**src/rtl/mem_readout.sv**
```systemverilog
// rtl/mem_readout.sv - reads DEPTH words from a 1-cycle-latency RAM and streams them with a checksum
module mem_readout #(
   parameter int AW    = 10,
   parameter int DW    = 8,
   parameter int DEPTH = 1024,
   parameter int SUMW  = 16
) (
   input  logic            clk,
   input  logic            reset,
   input  logic            start,
   output logic [AW-1:0]   addr_rd,
   output logic            re,
   input  logic [DW-1:0]   rdata,
   output logic [DW-1:0]   out_data,
   output logic            out_valid,
   input  logic            out_ready,
   output logic            out_last,
   output logic [SUMW-1:0] checksum,
   output logic            busy,
   output logic            finished
);
   localparam logic [AW:0] DEPTH_W = (AW+1)'(DEPTH);
   localparam logic [AW:0] LAST_W  = (AW+1)'(DEPTH-1);
   localparam logic [AW:0] ONE_W   = (AW+1)'(1);

   typedef enum logic [1:0] {IDLE, RUN, FIN} state_t;
   state_t state, state_nx;

   logic [AW:0]   rd_ptr;
   logic [AW:0]   beat_cnt;
   logic [AW-1:0] addr_q;
   logic          inflight;
   logic [DW-1:0] fifo_mem [2];
   logic          wr_idx;
   logic          rd_idx;
   logic [1:0]    count;
   logic          xfer;
   logic          push;
   logic          pop;

   // Words still owed to the consumer = buffered + in flight; never more than two.
   always_comb begin
      state_nx = state;
      re       = 1'b0;
      case (state)
         IDLE: if (start) state_nx = RUN;
         RUN: begin
            re = ((count + {1'b0, inflight}) < 2'd2) && (rd_ptr < DEPTH_W);
            if (xfer && out_last) state_nx = FIN;
         end
         FIN:     state_nx = IDLE;
         default: state_nx = IDLE;
      endcase
   end

   // An empty buffer forwards the arriving read word directly, saving a cycle of latency.
   assign out_valid = (count != 2'd0) || inflight;
   assign out_data  = (count != 2'd0) ? fifo_mem[rd_idx] : (inflight ? rdata : '0);
   assign out_last  = out_valid && (beat_cnt == LAST_W);
   assign xfer      = out_valid && out_ready;
   assign pop       = xfer && (count != 2'd0);
   assign push      = inflight && !(xfer && (count == 2'd0));
   assign addr_rd   = re ? rd_ptr[AW-1:0] : addr_q;
   assign busy      = (state == RUN);
   assign finished  = (state == FIN);

   always_ff @(posedge clk or posedge reset) begin
      if (reset) begin
         state    <= IDLE;
         rd_ptr   <= '0;
         beat_cnt <= '0;
         addr_q   <= '0;
         inflight <= 1'b0;
         wr_idx   <= 1'b0;
         rd_idx   <= 1'b0;
         count    <= 2'd0;
         checksum <= '0;
      end else begin
         state <= state_nx;
         if (state == IDLE && start) begin
            rd_ptr   <= '0;
            beat_cnt <= '0;
            inflight <= 1'b0;
            wr_idx   <= 1'b0;
            rd_idx   <= 1'b0;
            count    <= 2'd0;
            checksum <= '0;
         end else begin
            inflight <= re;
            if (re) begin
               rd_ptr <= rd_ptr + ONE_W;
               addr_q <= rd_ptr[AW-1:0];
            end
            if (push) wr_idx <= ~wr_idx;
            if (pop)  rd_idx <= ~rd_idx;
            count <= count + {1'b0, push} - {1'b0, pop};
            if (xfer) begin
               beat_cnt <= beat_cnt + ONE_W;
               checksum <= checksum + SUMW'(out_data);
            end
         end
      end
   end

   always_ff @(posedge clk) begin
      if (push) fifo_mem[wr_idx] <= rdata;
   end
endmodule

```
**config.mk**
```make
export PLATFORM = sky130hd
export DESIGN_NAME = mem_readout
export DESIGN_NICKNAME = d
export VERILOG_FILES = /design/src/rtl/mem_readout.sv
export SDC_FILE = /design/constraint.sdc
export NUM_CORES = 1
export LEC_CHECK = 0
export BUFFER_PORTS_ARGS = -buffer_cell sky130_fd_sc_hd__buf_2
export CORE_MARGIN = 3
export CORE_UTILIZATION = 45
export CTS_CLUSTER_DIAMETER = 120
export DETAILED_ROUTE_END_ITERATION = 10
export GPL_TIMING_DRIVEN = 1
export PLACE_DENSITY = 0.71
export SYNTH_ARGS = -nofsm -noshare
export SYNTH_HDL_FRONTEND = slang
export SYNTH_SLANG_ARGS = --single-unit
```
**constraint.sdc**
```tcl
create_clock -name clk -period 4.52 [get_ports clk]
set_input_delay 0 -clock clk [delete_from_list [all_inputs] [get_ports clk]]
set_output_delay 0 -clock clk [all_outputs]
set_load 0.1 [all_outputs]
```
==> results.cfg, run 1 <==
[setup_path]
slowest_stage = a211oi_4
path_class = register to output pin
critPathArrivalTime_ns = 3.09
cpPeakStageDelay_ns = 0.97
worstPathRequired_ns = 4.52
r2r-start = rd_idx
crit_chain = nand3_1 > a211oi_4 > buf_4 > mux2_2 > buf_2
r2r_slack_ns = 1.51
rr_endpoint = checksum[14]
worst-path-max-fanout = 25
cp-end-kind = output pin
cp-start-kind = register
rr_worst_depth = 9

[clocking]
postCtsSetupBuffers = 0
clockBufferDepth = 2
cts_buffers = 9
root_buffer = clkbuf_8
post_cts_resized = 0
cts_tree = done
clock-sinks = 71
clkLatencyLatePin_ns = 0.34
clk_pin_slew_ns = 0.08
h-tree-depth = 3

[place]
pre_cts_ws_ns = 1.55
dp_hpwl_um = 5320
gp_congestion = 0.772
port-buffer-count = 50

[global_route]
grt_pass1_vias = 2903
grt_antenna_before_repair = 0
grt_pass1_wl_um = 13300
grt_max_degree = 56
grt.overflow.total = 0
grt_use_total_pct = 18.6

[worst_hold_path]
hold_class = primary input to register
whs_path_depth = 4
hold_end = checksum[9]
hold_start = start

[route]
dr.first_iter.drc_count = 133
via_count = 2820
highest_layer = met4
avgRoutedWirePerCell_um = 15.2
vias_per_cell = 5.49
met3_length_um = 334
drt-met1-wl_um = 3630
totalWireLength_um = 7790
antenna_left = 0
first_pass_iters = 4
drt_drc_violations_left = 0
met2WireLength_um = 3710

[synth]
synth_seq_cells = 71
syn_avg_cell_area_um2 = 10.6
yosys_warnings = 0
syn_nets = 371
async_reset_ff_share_pct = 77.5
synth_area_um2 = 3680
synth_edf_count = 16
ys_seq_area_share_pct = 50.4
synth_ff_type = dfrtp_1
synth_cell_types = 47
netlist_instances = 346

[timing]
fin_crit_ns = 3.09
setup_viol = 0
hold_viol_final = 0
relSlewSlack_pct = 25.9
rsz0062_at_grt = false
fin_crit_sh_pct = 68.3
fin_skew_ns = 0.00675
setup_ws_ns = 1.43
tightestPinTransition_ns = 1.11
fmax_mhz = 324
finalMaxSlewViolations = 0
finalSetupTns_ns = 0

[floorplanning]
core_um2 = 7850
ioPinCount = 51
start_util_pct = 46.9
die_h_um = 96.5
num_rows = 32
die_x_um = 96.5
fp.dieArea_um2 = 9300

[job]
drv_cap = 0

[layout]
multiInputGateArea_um2 = 1750
antenna_cells = 0
nets = 432
regArea_um2 = 1860
syn2layout_area_growth_pct = 18.3
fillers = 719
drive_gt1_share_pct = 24.5
final_cell_mix = dfrtp_1, buf_2, nor2_1
final_common_cell = dfrtp_1

[outcome]
status = complete, no violations
layer usage:
layer / vias up / track usage [%]
met2: 65 / 31.0
met4: 0 / 6.31
met1: 1375 / 23.5
met5: - / 0
met3: 10 / 4.88
li1: 1370 / -
sequential cells by signal, summed over array words and instances (netlist names):
name and count:
beat_cnt 11, count 2, state 2, rd_ptr 11
inflight 1, addr_q 10, wr_idx 1, checksum 16
rd_idx 1, fifo_mem 16
stage by stage:
stage / instance area (um^2) / util [%] / instances / hold slack (ns)
after detailed placement: 4050 / 51.6 / 489 / 0.210
final: 4360 / 55.5 / 514 / 0.133
after floorplan: 3680 / - / 346 / 0.0989
after global routing: 4360 / 55.5 / 514 / 0.168
after CTS: 4360 / 55.5 / 514 / 0.125
after global placement: 4050 / 51.6 / 489 / 0.208
critical path: cells and delay by family (launching register included):
kind	cells	cell delay, ns
multiplexers	1	0.32
AND/OR/NAND/NOR	1	0.24
AO/OA/AOI/OAI	1	0.97
buffers and inverters	2	0.56
flip-flops	1	0.65
area by class of cell:
type                    count  area share (%)
clock buffers              12            3.82
well taps                 102            2.93
flip-flops and latches     71            42.6
inverters                   5           0.431
multi-input cells         255            40.2
repair buffers             65            8.85
clock inverters             4            1.18
worst max-delay path by stage:
stage	start	end	slack, ns	cells past startpoint
floorplan	rd_idx	checksum[12]	0.48	10
global placement	rd_idx	checksum[12]	1.68	9
detailed placement	rd_idx	checksum[14]	1.55	9
CTS	inflight	addr_rd[4]	1.43	5
global route	inflight	addr_rd[4]	1.25	5
finish	inflight	addr_rd[4]	1.43	5
Yosys cell counts, types with 6 or more instances:
| cell | n | area [um^2] |
|---|---|---|
| a211oi_1 | 6 | 45.0 |
| nand4_1 | 8 | 50.1 |
| mux2_2 | 20 | 225 |
| dfrtp_1 | 55 | 1380 |
| clkbuf_1 | 7 | 26.3 |
| nand3_1 | 21 | 105 |
| xor2_1 | 16 | 140 |
| a21oi_1 | 15 | 75.1 |
| ha_1 | 12 | 150 |
| mux2i_1 | 9 | 90.1 |
| nor2_1 | 35 | 131 |
| nand2_1 | 30 | 113 |
| o21ai_0 | 19 | 95.1 |
| edfxtp_1 | 16 | 480 |
| xnor2_1 | 9 | 78.8 |
cell families after synthesis:
group	share of synthesized area, %
simple gates	16.7
buf+inv	2.41
flops	50.4
fa+ha+maj	4.62
compound gates	11.3
mux	8.56
xor+xnor	5.95
repair_timing:
item | in CTS | in global routing
hold buffers | 9 | 0
hold endpoints to repair | 71 | 0
endpoints found under the setup margin | 0 | 0
Power of run 1 is not shown: default switching activity piles up to over one toggle a cycle in this logic, so the estimate is an artifact.
==> run 2, diff against run 1 <==
==> constraint.sdc (replaced) <==
create_clock -name clk -period 3 [get_ports clk]
set_input_delay 0 -clock clk [delete_from_list [all_inputs] [get_ports clk]]
set_output_delay 0 -clock clk [all_outputs]
set_load 0.1 [all_outputs]
==> results.cfg, run 2 (synthesis gave the netlist of run 1 again) <==
[floorplanning]
num_rows = 32
ioPinCount = 51
die_h_um = 96.5
die_x_um = 96.5
start_util_pct = 46.9
core_um2 = 7850
fp.dieArea_um2 = 9300

[setup_path]
path_class = register to register
cp-end-kind = register
r2r_slack_ns = 0.21
worst-path-max-fanout = 8
worstSetupEndpoint = checksum[14]
r2r-start = rd_idx
worstPathRequired_ns = 3.22
cp-start-kind = register
rr_endpoint = checksum[14]
critPathArrivalTime_ns = 3.01
rr_worst_depth = 9
startpoint = rd_idx

[global_route]
grt_pass1_vias = 2745
grt_max_degree = 41
grt_pass1_wl_um = 12800
grt.overflow.total = 0
grt_antenna_before_repair = 0
grt_use_total_pct = 17.9

[job]
drv_cap = 0

[layout]
antenna_cells = 0
layoutNonFillerInstCount = 517
reg_top3 = checksum: 16 flops, fifo_mem: 16 flops
fin_util_pct = 56.7
final_common_cell = dfrtp_1
final_cell_mix = dfrtp_1, buf_2, nor2_1
fillers = 698
syn2layout_area_growth_pct = 20.8
drive_gt1_share_pct = 27.2
nets = 435

[timing]
setup_viol = 0
tightestPinTransition_ns = 0.682
rsz0062_at_grt = false
fin_crit_sh_pct = 93.0
fin_skew_ns = 0.00949
fmax_mhz = 358
finalMaxSlewViolations = 0
fin_crit_ns = 2.79
hold_viol_final = 0
relSlewSlack_pct = 54.3

[place]
port-buffer-count = 50
gp_congestion = 0.780
dp_cells = 492
dp_hpwl_um = 5400

[route]
met3_length_um = 329
drt-met1-wl_um = 3620
totalWireLength_um = 7810
avgRoutedWirePerCell_um = 15.1
met2WireLength_um = 3750
via_count = 2791
drt_drc_violations_left = 0
first_pass_iters = 4
vias_per_cell = 5.40
highest_layer = met4
dr.first_iter.drc_count = 91
antenna_left = 0

[clocking]
cts_buffers = 9
clk_pin_slew_ns = 0.08
cts_tree = done
clkLatencyLatePin_ns = 0.35
clockBufferDepth = 2
clock-sinks = 71
root_buffer = clkbuf_8
h-tree-depth = 3

[worst_hold_path]
hold_class = primary input to register

[outcome]
status = complete, no violations
-- run 2: cell types whose count changed in the layout (fill, tap and decap cells not counted), sizes merged --
cell	delta
buf	+3
clkbuf	-2
clkinv	+1
clkinvlp	+1
-- run 2: final cells by class --
| type | instances | area (um^2) | share of cell area [%] |
|---|---|---|---|
| multi-input cells | 255 | 1850 | 41.5 |
| flip-flops and latches | 71 | 1860 | 41.8 |
| inverters | 5 | 18.8 | 0.422 |
| clock inverters | 6 | 61.3 | 1.38 |
| clock buffers | 10 | 128 | 2.87 |
| well taps | 102 | 128 | 2.87 |
| repair buffers | 68 | 408 | 9.17 |
-- run 2: per-stage QoR --
stage	instance area (um^2)	worst slack (ns)	hold slack, ns	setup TNS, ns
2_1_floorplan	3800	-0.0248	0.0989	-0.0496
3_3_place_gp	4160	0.259	0.142	0
3_5_place_dp	4160	0.107	0.146	0
4_1_cts	4440	0.111	0.116	0
5_1_grt	4450	0.0193	0.162	0
6_report	4450	0.209	0.132	0
-- run 2: worst min path at each step --
| stage | start | endpoint | slack [ns] | cells past startpoint |
|---|---|---|---|---|
| floorplan | rdata[0] | fifo_mem[0][0] | 0.1 | 0 |
| global placement | reset | beat_cnt[8] | 0.14 | 2 |
| detailed placement | reset | beat_cnt[8] | 0.15 | 2 |
| CTS | out_ready | rd_idx | 0.12 | 4 |
| global route | out_ready | rd_idx | 0.16 | 4 |
| finish | out_ready | rd_idx | 0.13 | 4 |
-- run 2: repair_timing --
item / CTS / global route
setup buffers: 0 / 0
endpoints found under the setup margin: 0 / 4
endpoints found under the hold margin: 47 / 0
gates resized for setup: 0 / 1
hold buffers: 9 / 0
-- run 2: worst max-delay path, cell delays in order, from the launching register on --
cell,delay (ns)
dfrtp_1,0.52
mux2i_1,0.34
o21ai_4,0.09
ha_2,0.20
fa_1,0.42
a211oi_1,0.30
o21bai_1,0.18
a211oi_4,0.37
or4_1,0.18
a21oi_1,0.06
-- run 2: routing by layer --
metal  up-vias  GRT usage, %
met5         -             0
met4         0          6.66
met3         9          5.03
met2        44          28.7
met1      1357          23.2
li1       1381             -
Power of run 2 is left out for the same reason.
